`config.mk`:
```
export PLATFORM = sky130hd
export DESIGN_NAME = loop_gear_ctrl
export DESIGN_NICKNAME = d
export VERILOG_FILES = /design/src/rtl/loop_gear_ctrl_pkg.sv /design/src/rtl/loop_err_mag.sv /design/src/rtl/loop_gear_ctrl.sv
export SDC_FILE = /design/constraint.sdc
export NUM_CORES = 1
export LEC_CHECK = 0
export CAP_MARGIN = 20
export CORE_ASPECT_RATIO = 1.4
export CORE_UTILIZATION = 30
export CTS_CLUSTER_SIZE = 8
export DETAILED_ROUTE_END_ITERATION = 7
export HOLD_SLACK_MARGIN = 0.15
export SYNTH_ARGS = -nofsm -noshare
export SYNTH_HDL_FRONTEND = slang
export SYNTH_SLANG_ARGS = --single-unit
```
`constraint.sdc`:
```
create_clock -name clk -period 7.2 [get_ports clk]
set_input_delay 1.44 -clock clk [delete_from_list [all_inputs] [get_ports clk]]
set_output_delay 1.44 -clock clk [all_outputs]
set_load 0.01 [all_outputs]
```
`src/rtl/loop_gear_ctrl_pkg.sv`:
```
// Shared definitions for the loop gear sequencer and its helpers.
// State encodings double as the status-register value of the state port.
package loop_gear_ctrl_pkg;

    localparam int EXP_W = 5;
    localparam int ERR_W = 8;
    localparam int CNT_W = 16;

    localparam logic [1:0] ST_IDLE   = 2'd0;
    localparam logic [1:0] ST_ACQ    = 2'd1;
    localparam logic [1:0] ST_VERIFY = 2'd2;
    localparam logic [1:0] ST_TRACK  = 2'd3;

    // Saturating increment for the full-width sample counters.
    function automatic logic [CNT_W-1:0] sat_inc_cnt(input logic [CNT_W-1:0] v);
        return (&v) ? v : v + 1'b1;
    endfunction

endpackage

```
`src/rtl/loop_err_mag.sv`:
```
// Loop error magnitude and threshold qualifier.
// |error| with the most negative code clamped to the most positive one, so the
// magnitude always fits the signed range; inTh is an unsigned <= compare.
module loop_err_mag
    import loop_gear_ctrl_pkg::*;
(
    input  logic [ERR_W-1:0] error,
    input  logic [ERR_W-1:0] threshold,
    output logic             in_th
);

    logic [ERR_W-1:0] mag;

    // Absolute value with -128 -> 127 clamp, then threshold compare.
    always_comb begin
        if (!error[ERR_W-1]) begin
            mag = error;
        end else if (error == {1'b1, {(ERR_W-1){1'b0}}}) begin
            mag = {1'b0, {(ERR_W-1){1'b1}}};
        end else begin
            mag = ~error + 1'b1;
        end
        in_th = (mag <= threshold);
    end

endmodule

```
`src/rtl/loop_gear_ctrl.sv`:
```
// Acquisition/tracking gear sequencer for the carrier/symbol loop filter.
// Optional ACQ dwell timeout enabled by defining LOOP_GEAR_TIMEOUT_EN.
//
// state  | meaning
// IDLE   | loop stopped, filter error forced to zero, acquisition gear
// ACQ    | wide gear, waiting for lockCount consecutive in-threshold samples
// VERIFY | narrow gear, requalifying lock with another lockCount samples
// TRACK  | narrow gear, locked; leaves on MISS_LIMIT misses or any saturation
module loop_gear_ctrl
    import loop_gear_ctrl_pkg::*;
#(
    parameter int MISS_LIMIT  = 16,
    parameter int SAT_LIMIT   = 8
`ifdef LOOP_GEAR_TIMEOUT_EN
   ,parameter int ACQ_TIMEOUT = 65535
`endif
) (
    input  logic             clk,
    input  logic             reset,
    input  logic             clkEn,
    input  logic             enable,
    input  logic [ERR_W-1:0] error,
    input  logic             satPos,
    input  logic             satNeg,
    input  logic [CNT_W-1:0] lockCount,
    input  logic [ERR_W-1:0] syncThreshold,
    input  logic [EXP_W-1:0] acqLead,
    input  logic [EXP_W-1:0] acqLag,
    input  logic [EXP_W-1:0] trkLead,
    input  logic [EXP_W-1:0] trkLag,
    output logic [EXP_W-1:0] leadExp,
    output logic [EXP_W-1:0] lagExp,
    output logic             zeroError,
    output logic             clearAccum,
    output logic             lockDetect,
    output logic [1:0]       state
);

    localparam int MISS_W = $clog2(MISS_LIMIT + 1);
    localparam int SAT_W  = $clog2(SAT_LIMIT + 1);
    localparam logic [MISS_W-1:0] MISS_LIM_V = MISS_W'(MISS_LIMIT);
    localparam logic [SAT_W-1:0]  SAT_LIM_V  = SAT_W'(SAT_LIMIT);

    logic              in_th;
    logic              sat;
    logic [CNT_W-1:0]  lc_eff;
    logic [1:0]        st_n;
    logic              clr_n;
    logic              trk_gear;
    logic [CNT_W-1:0]  hit_cnt,  hit_n,  hit_step;
    logic [MISS_W-1:0] miss_cnt, miss_n, miss_step;
    logic [SAT_W-1:0]  sat_cnt,  sat_n,  sat_step;

`ifdef LOOP_GEAR_TIMEOUT_EN
    localparam int ACQ_W = $clog2(ACQ_TIMEOUT + 1);
    localparam logic [ACQ_W-1:0] ACQ_LIM_V = ACQ_W'(ACQ_TIMEOUT);
    logic [ACQ_W-1:0] acq_cnt, acq_n, acq_step;
    logic             timeout;
    assign acq_step = (&acq_cnt) ? acq_cnt : acq_cnt + 1'b1;
    assign timeout  = (acq_step >= ACQ_LIM_V);
`endif

    loop_err_mag u_err_mag (
        .error     (error),
        .threshold (syncThreshold),
        .in_th     (in_th)
    );

    assign sat       = satPos | satNeg;
    assign lc_eff    = (lockCount == '0) ? CNT_W'(1) : lockCount;
    assign hit_step  = in_th ? sat_inc_cnt(hit_cnt) : '0;
    assign sat_step  = sat ? ((&sat_cnt) ? sat_cnt : sat_cnt + 1'b1) : '0;
    assign miss_step = in_th ? '0 : ((&miss_cnt) ? miss_cnt : miss_cnt + 1'b1);
    assign trk_gear  = (st_n == ST_VERIFY) || (st_n == ST_TRACK);

    // Next-state and counter decisions; enable=0 beats saturation beats threshold.
    always_comb begin
        st_n   = state;
        hit_n  = hit_cnt;
        miss_n = miss_cnt;
        sat_n  = sat_cnt;
        clr_n  = 1'b0;
`ifdef LOOP_GEAR_TIMEOUT_EN
        acq_n  = acq_cnt;
`endif
        if (!enable) begin
            st_n   = ST_IDLE;
            hit_n  = '0;
            miss_n = '0;
            sat_n  = '0;
`ifdef LOOP_GEAR_TIMEOUT_EN
            acq_n  = '0;
`endif
        end else begin
            case (state)
                ST_IDLE: begin
                    st_n  = ST_ACQ;
                    clr_n = 1'b1;
                end
                ST_ACQ: if (clkEn) begin
                    if (sat_step >= SAT_LIM_V) begin
                        clr_n = 1'b1;
                        sat_n = '0;
                        hit_n = '0;
`ifdef LOOP_GEAR_TIMEOUT_EN
                        acq_n = timeout ? '0 : acq_step;
`endif
                    end else if (hit_step >= lc_eff) begin
                        st_n  = ST_VERIFY;
                        hit_n = '0;
                        sat_n = '0;
`ifdef LOOP_GEAR_TIMEOUT_EN
                        acq_n = '0;
`endif
                    end
`ifdef LOOP_GEAR_TIMEOUT_EN
                    else if (timeout) begin
                        clr_n = 1'b1;
                        hit_n = '0;
                        sat_n = sat_step;
                        acq_n = '0;
                    end
`endif
                    else begin
                        hit_n = hit_step;
                        sat_n = sat_step;
`ifdef LOOP_GEAR_TIMEOUT_EN
                        acq_n = acq_step;
`endif
                    end
                end
                ST_VERIFY: if (clkEn) begin
                    if (sat || !in_th) begin
                        st_n  = ST_ACQ;
                        hit_n = '0;
                    end else if (hit_step >= lc_eff) begin
                        st_n  = ST_TRACK;
                        hit_n = '0;
                    end else begin
                        hit_n = hit_step;
                    end
                end
                default: if (clkEn) begin
                    if (sat || (miss_step >= MISS_LIM_V)) begin
                        st_n   = ST_ACQ;
                        miss_n = '0;
                    end else begin
                        miss_n = miss_step;
                    end
                end
            endcase
        end
    end

    // Register state, counters and outputs; gear follows the next state.
    always_ff @(posedge clk) begin
        if (reset) begin
            state      <= ST_IDLE;
            hit_cnt    <= '0;
            miss_cnt   <= '0;
            sat_cnt    <= '0;
            leadExp    <= acqLead;
            lagExp     <= acqLag;
            zeroError  <= 1'b1;
            clearAccum <= 1'b0;
            lockDetect <= 1'b0;
`ifdef LOOP_GEAR_TIMEOUT_EN
            acq_cnt    <= '0;
`endif
        end else begin
            state      <= st_n;
            hit_cnt    <= hit_n;
            miss_cnt   <= miss_n;
            sat_cnt    <= sat_n;
            leadExp    <= trk_gear ? trkLead : acqLead;
            lagExp     <= trk_gear ? trkLag : acqLag;
            zeroError  <= (st_n == ST_IDLE);
            clearAccum <= clr_n;
            lockDetect <= (st_n == ST_TRACK);
`ifdef LOOP_GEAR_TIMEOUT_EN
            acq_cnt    <= acq_n;
`endif
        end
    end

endmodule

```
==> results of run 1 <==
==> stage by stage <==
stage | std cells | instance area (µm²) | utilization | power [W] | setup WS [ns]
floorplan | 346 | 2790 | - | 0.000277 | 0.999
global placement | 516 | 3610 | 0.400 | 0.000328 | 0.491
detailed placement | 517 | 3620 | 0.401 | 0.000330 | 0.400
CTS | 524 | 3810 | 0.422 | 0.000617 | 0.694
global route | 524 | 3810 | 0.422 | 0.000635 | 0.389
finish | 524 | 3810 | 0.422 | 0.000606 | 0.731
==> flip-flops by register name, indices dropped and copies added, names as in the netlist <==
name	cells
state	2
lagExp	5
hit_cnt	16
lockDetect	1
zeroError	1
leadExp	5
clearAccum	1
sat_cnt	4
miss_cnt	5
==> worst min-delay path by stage <==
stage	slack [ns]	cells past startpoint	to	startpoint
floorplan	0.45	2	hit_cnt[11]$_SDFFE_PP0P_	hit_cnt[11]$_SDFFE_PP0P_
global route	0.52	2	hit_cnt[5]$_SDFFE_PP0P_	hit_cnt[5]$_SDFFE_PP0P_
detailed placement	0.49	2	hit_cnt[5]$_SDFFE_PP0P_	hit_cnt[5]$_SDFFE_PP0P_
CTS	0.50	2	hit_cnt[5]$_SDFFE_PP0P_	hit_cnt[5]$_SDFFE_PP0P_
global placement	0.48	2	hit_cnt[11]$_SDFFE_PP0P_	hit_cnt[11]$_SDFFE_PP0P_
finish	0.50	2	hit_cnt[5]$_SDFFE_PP0P_	hit_cnt[5]$_SDFFE_PP0P_
==> layer usage <==
metal	routed length, µm	vias to the layer above	GRT usage	share of wire
li1	-	1382	-	-
met1	2840	1216	0.163	0.42
met2	3560	77	0.278	0.52
met3	327	6	0.0290	0.048
met4	78	0	0.0588	0.011
met5	0	-	0	0
==> layout make-up <==
| type | count | share of cell area |
|---|---|---|
| Clock buffer | 5 | 0.0329 |
| Sequential cell | 40 | 0.210 |
| Timing Repair Buffer | 75 | 0.196 |
| Multi-Input combinational cell | 261 | 0.476 |
| Inverter | 34 | 0.0335 |
| Tap cell | 107 | 0.0352 |
| Clock inverter | 2 | 0.0158 |
==> kinds of logic (layout without fill, tap and decap cells) <==
logic type,after synthesis,after routing,synth area share
DFF,40,40,0.287
muxes,13,13,0.0511
buffers and inverters,45,116,0.0650
and+or+nand+nor,133,133,0.246
AOI/OAI and AO/OA,73,73,0.181
xor gates and xnor gates,14,14,0.0439
adders and majority gates,28,28,0.126
==> cell usage in the layout (no fill, tap or decap), types with 2 or more instances in the layout <==
cell / n
a211oi_1: 3
a21o_1: 4
a21oi_1: 19
a22o_1: 6
a22oi_1: 2
a41o_1: 2
and2_1: 4
and3_1: 8
and4_1: 3
buf_4: 2
bufinv_16: 2
clkbuf_16: 5
clkdlybuf4s50_1: 72
dfxtp_1: 40
ha_1: 28
inv_1: 33
mux2_2: 10
mux2i_1: 3
nand2_1: 25
nand2b_1: 4
nand3_1: 12
nand4_1: 10
nor2_1: 34
nor2b_1: 4
nor3_1: 10
nor4_1: 7
o211ai_1: 3
o21ai_0: 15
o31ai_1: 8
or2_2: 3
or4_1: 2
xnor2_1: 6
xor2_1: 8
==> power by group <==
group / switching [W] / leakage (nW) / total [W] / internal, W
sequential: 0.00000200 / 0.327 / 0.000228 / 0.000226
combinational: 0.0000405 / 1.18 / 0.0000966 / 0.0000560
clock: 0.0000857 / 0.0899 / 0.000282 / 0.000197
total: 0.000128 / 1.60 / 0.000606 / 0.000478
==> worst max-delay path, stage by stage <==
cell and delay (ns):
clkdlybuf4s50_1 0.42, inv_1 0.10, ha_1 0.17, nand2_1 0.09, or4_1 0.58, and2_1 0.22, ha_1 0.27, nand4_1 0.06
or2_2 0.29, a21boi_2 0.15, buf_4 0.22, a311oi_1 0.38, ha_1 0.31, and4_1 0.21, nand4_1 0.11, o41ai_1 0.09
a211o_2 0.38, and2_1 0.20, o221ai_2 0.54, mux2_2 0.40
==> summary.md, run 1 <==
| Metric | Value |
|---|---|
| CTS tree | `done` |
| FF+latch area | `801 µm²` |
| Number of cell rows | `41` |
| Postcts setup bufs | `0` |
| Pins Over Slew Limit | `0` |
| Number of CTS-inserted buffers | `5` |
| H-tree depth | `2` |
| Clock Path Buffers | `2` |
| # hold bufs at CTS | `0` |
| Internal reg-to-reg setup slack | `~2.8 ns` |
| Post-route DRC violation count | `0` |
| Achievable Freq | `155 MHz` |
| Input/output buffers | `72` |
| Syn nets | `approximately 430` |
| Setup_tns | `0 ns` |
| Nets | `503` |
| Synth Register Bits | `40` |
| Antenna Violating Nets Remaining | `0` |
| CTS resizes | `0` |
| First-pass GRT wire length | `11.6 mm` |
| Total Routing Usage GR | `0.147` |
| Top post-synthesis cells by count | `dfxtp_1 (40), nor2_1 (34), inv_1 (33)` |
| Final Setup Violations | `0` |
| Asr flop ratio synth | `0` |
| Final RePlAce weighted congestion | `0.860` |
| WL per Instance | `approximately 13 µm` |
| Critical Path Sink | `leadExp[1]$_DFF_P_` |
| Worst hold slack | `0.499 ns` |
| Rel. slew slack | `0.474` |
| Root buffer cell | `clkbuf_16` |
| Routed WL | `between 6 and 7 mm` |
| Reg2reg start | `hit_cnt[3]$_SDFFE_PP0P_` |
| Starting density of the core | `0.309` |
| VDD IR max | `83.8 µV` |
| Count leader, synth | `dfxtp_1` |
| Die span in x | `between 80 and 90 µm` |
| GRT overflow | `0` |
| Worst path arrival time | `about 6.6 ns` |
| Lkg Pwr | `roughly 1.6 nW` |
| FF-to-FF End | `leadExp[1]$_DFF_P_` |
| Clock Sink Count | `40` |
| Clk pin slew, worst setup/hold paths | `0.05 ns` |
| Top_reg_cell synth | `dfxtp_1` |
| Footprint of the multi-input gates | `around 0.0018 mm²` |
| Die Ht | `about 120 µm` |
| Via count | `2681` |
| Status | `complete, no violations` |
| Area of the core | `between 0.009 and 0.01 mm²` |
| Cell taking the most area after synthesis | `dfxtp_1` |
| RSZ-0062 raised after global routing | `no` |
| DRT iter0 DRCs | `98` |
| Syn Std Cell Area | `0.00279 mm²` |
| Seq/Total Area, Yosys | `0.287` |
| Pin count of the biggest net entering global routing | `30` |
| Critical path launch point type | `input pin` |
| Hold Crit Class | `reg -> reg` |
| Post-synth top area share | `0.287` |
| Synth unique cells | `between 50 and 60` |
| Initial antenna violation count | `0` |
| Ports | `between 70 and 80` |
| Synth Area per Inst | `8.06 µm²` |
| Clk Latency, worst-skew pair | `between 0.2 and 0.3 ns` |
| Final min period | `around 6.5 ns` |
| Critical path class | `in -> reg` |
| HPWL after detailed placement | `5.45 mm` |
| Layout cells sized above 1 | `0.0671` |
| Diode count | `0` |
| Clock skew | `0.00889 ns` |
| Slew @ Worst Pin | `about 0.78 ns` |
| Crit path max fanout | `29` |
| Pre-antenna DRT Iters | `4` |
| Max cap viols | `0` |
| Final Hold Vio Count | `0` |
| Synth area leaders | `dfxtp_1 (29%), ha_1 (13%), nor2_1 (4.6%), inv_1 (4.4%), mux2_2 (4.0%)` |
| Vias in the first global route | `~2500` |
| DR vias/cell | `a little over 5` |
| Power density cells | `~160 mW/mm²` |
| Die Area | `between 0.009 and 0.01 mm²` |
| R2R cell count | `15` |
| Area Overhead vs Synth | `36.4%` |
| CP Capture Type | `flop` |
| Fillers | `904` |
| Final period util | `0.899` |
| CP startpoint | `error[1]` |
| YS warnings | `0` |
| Syn Inst Count | `around 350` |
| Post-synth EDFFs | `0` |
| CP Data Required Time | `7.37 ns` |
No activity file was read; power rests on OpenSTA's default activity.
==> run 2: changes to the inputs <==
--- a/config.mk
+++ b/config.mk
@@ -5,12 +5,12 @@
 export SDC_FILE = /design/constraint.sdc
 export NUM_CORES = 1
 export LEC_CHECK = 0
-export CAP_MARGIN = 20
 export CORE_ASPECT_RATIO = 1.4
 export CORE_UTILIZATION = 30
 export CTS_CLUSTER_SIZE = 8
 export DETAILED_ROUTE_END_ITERATION = 7
 export HOLD_SLACK_MARGIN = 0.15
+export PLACE_DENSITY = 0.62
 export SYNTH_ARGS = -nofsm -noshare
 export SYNTH_HDL_FRONTEND = slang
 export SYNTH_SLANG_ARGS = --single-unit
==> summary.md, run 2 (same netlist as run 1, synthesis figures left out) <==
| Metric | Value |
|---|---|
| Initial antenna violation count | `0 (unchanged)` |
| Critical Path Sink | `leadExp[3]$_DFF_P_` |
| Ports | `73 (unchanged)` |
| Nets | `502 (-0.20%)` |
| Slew @ Worst Pin | `1.29 ns (+0.512 ns)` |
| Pin count of the biggest net entering global routing | `30 (unchanged)` |
| CTS resizes | `0 (unchanged)` |
| Pins Over Slew Limit | `0 (unchanged)` |
| Achievable Freq | `155 MHz (+0.17%)` |
| Fillers | `909 (+0.55%)` |
| Crit path max fanout | `29 (unchanged)` |
| Clock skew | `0.00397 ns (-0.00492 ns)` |
| Hold Crit Class | `reg -> reg` |
| Post-route DRC violation count | `0 (unchanged)` |
| Commonest non-fill, non-tap cell in the layout | `clkdlybuf4s50_1` |
| Root buffer cell | `clkbuf_16` |
| Area Overhead vs Synth | `35.2%` |
| FF-to-FF End | `leadExp[3]$_DFF_P_` |
| Number of CTS-inserted buffers | `5 (unchanged)` |
| FF+latch area | `801 µm² (unchanged)` |
| Total Routing Usage GR | `0.147 (-0.000408)` |
| R2R cell count | `15 (unchanged)` |
| First-pass GRT wire length | `11.7 mm (+1.4%)` |
| Final RePlAce weighted congestion | `0.852 (-0.94%)` |
| DR vias/cell | `5.07 (-0.90%)` |
| Setup WS post-layout | `0.741 ns (+0.0107 ns)` |
| Clk pin slew, worst setup/hold paths | `0.06 ns (about the same)` |
| Lkg Pwr | `1.58 nW (-0.95%)` |
| Setup_tns | `0 ns (unchanged)` |
| Vias in the first global route | `2611 (+2.7%)` |
| GRT overflow | `0 (unchanged)` |
| Final Hold Vio Count | `0 (unchanged)` |
| Input/output buffers | `72 (unchanged)` |
| Clock Sink Count | `40 (unchanged)` |
| H-tree depth | `2 (unchanged)` |
| Most frequent cells in the layout | `clkdlybuf4s50_1 (72), dfxtp_1 (40), nor2_1 (34)` |
| CTS tree | `done` |
| Starting density of the core | `0.309 (unchanged)` |
| Footprint of the multi-input gates | `0.00181 mm² (unchanged)` |
| Postcts setup bufs | `0 (unchanged)` |
| Critical path launch point type | `input pin` |
| CP Capture Type | `flop` |
| Final period util | `0.897 (-0.00149)` |
| Clock Path Buffers | `2 (unchanged)` |
| Routed WL | `6.75 mm (-0.68%)` |
| HPWL after detailed placement | `5.33 mm (-2.2%)` |
| Largest Register | `hit_cnt` |
| RSZ-0062 raised after global routing | `no` |
| # hold bufs at CTS | `0 (unchanged)` |
| Pre-antenna DRT Iters | `6 (+2)` |
| Area of the core | `0.00903 mm² (unchanged)` |
| VDD IR max | `118 µV (+40%)` |
| Antenna Violating Nets Remaining | `0 (unchanged)` |
| Critical path class | `in -> reg` |
| Die Ht | `116 µm (unchanged)` |
| Place WS | `0.417 ns (+0.0167 ns)` |
| DRT iter0 DRCs | `119 (+21%)` |
| Status | `complete, no violations` |
| CP Data Required Time | `7.37 ns (about the same)` |
| Reg2reg start | `hit_cnt[3]$_SDFFE_PP0P_` |
| CP startpoint | `error[0]` |
| Power density cells | `152 mW/mm² (-4.7%)` |
| Rel. slew slack | `0.137 (-0.338)` |
| Die Area | `0.00970 mm² (unchanged)` |
| Number of cell rows | `41 (unchanged)` |
| Worst path arrival time | `6.63 ns (about the same)` |
| Clk Latency, worst-skew pair | `0.28 ns (about the same)` |
| Max cap viols | `0 (unchanged)` |
| Internal reg-to-reg setup slack | `2.81 ns (about the same)` |
| Non-Filler Instances | `524 (unchanged)` |
| Max FFs per register | `16 (unchanged)` |
| Final Setup Violations | `0 (unchanged)` |
| Via count | `2657 (-0.90%)` |
| Final min period | `6.46 ns (-0.0107 ns)` |
| Layout cells sized above 1 | `0.0647 (-0.00240)` |
| WL per Instance | `12.9 µm (-0.68%)` |
| Diode count | `0 (unchanged)` |
| # placed instances | `516 (-0.19%)` |
| Die span in x | `83.5 µm (unchanged)` |
-- run 2: changes by cell type in the layout (fill, tap and decap cells not counted), sizes merged --
cell,before,now
clkinv,1,2
bufinv,2,1
buf,3,2
clkbuf,5,6
-- run 2: how the worst min path moves through the flow --
stage | start | to | cells past startpoint
2_1_floorplan | hit_cnt[11]$_SDFFE_PP0P_ | hit_cnt[11]$_SDFFE_PP0P_ | 2
3_3_place_gp | hit_cnt[11]$_SDFFE_PP0P_ | hit_cnt[11]$_SDFFE_PP0P_ | 2
3_5_place_dp | hit_cnt[11]$_SDFFE_PP0P_ | hit_cnt[11]$_SDFFE_PP0P_ | 2
4_1_cts | hit_cnt[5]$_SDFFE_PP0P_ | hit_cnt[5]$_SDFFE_PP0P_ | 2
5_1_grt | hit_cnt[11]$_SDFFE_PP0P_ | hit_cnt[11]$_SDFFE_PP0P_ | 2
6_report | hit_cnt[5]$_SDFFE_PP0P_ | hit_cnt[5]$_SDFFE_PP0P_ | 2
-- run 2: report_power, final --
group | internal (W) | switching [W]
Clock | 0.000163 | 0.0000865
Sequential | 0.000226 | 0.00000194
Combinational | 0.0000556 | 0.0000406
Total | 0.000444 | 0.000129
-- run 2: metal layers --
| metal | global-route usage | wire length [µm] | vias up |
|---|---|---|---|
| met4 | 0.0497 | 91 | 0 |
| met1 | 0.166 | 2900 | 1208 |
| met3 | 0.0261 | 286 | 8 |
| li1 | - | - | 1377 |
| met2 | 0.280 | 3470 | 64 |
| met5 | 0 | 0 | - |
-- run 2: final cells by class --
cell class,count,share of cell area
Clock buffer,6,0.0342
Clock inverter,2,0.00928
Inverter,34,0.0338
Multi-Input combinational cell,261,0.480
Sequential cell,40,0.212
Tap cell,107,0.0355
Timing Repair Buffer,74,0.195
-- run 2: per-stage QoR --
step                total power [W]  hold slack (ns)  area, µm²   util
floorplan                  0.000277            0.455       2790      -
global placement           0.000328            0.481       3610  0.400
detailed placement         0.000329            0.487       3610  0.400
CTS                        0.000581            0.504       3770  0.418
global route               0.000598            0.516       3770  0.418
finish                     0.000573            0.502       3770  0.418
-- run 2: worst max-delay path, cell delays in order --
cell and delay (ns):
clkdlybuf4s50_1 0.43, inv_1 0.11, ha_1 0.18, nand2_1 0.09, or4_1 0.59, and2_1 0.21
ha_1 0.27, nand4_1 0.06, or2_2 0.29, a21boi_2 0.15, buf_4 0.22, a311oi_1 0.36
ha_1 0.31, and4_1 0.21, nand4_1 0.11, o41ai_1 0.09, a211o_2 0.39, and2_1 0.20
o221ai_2 0.53, mux2_2 0.40
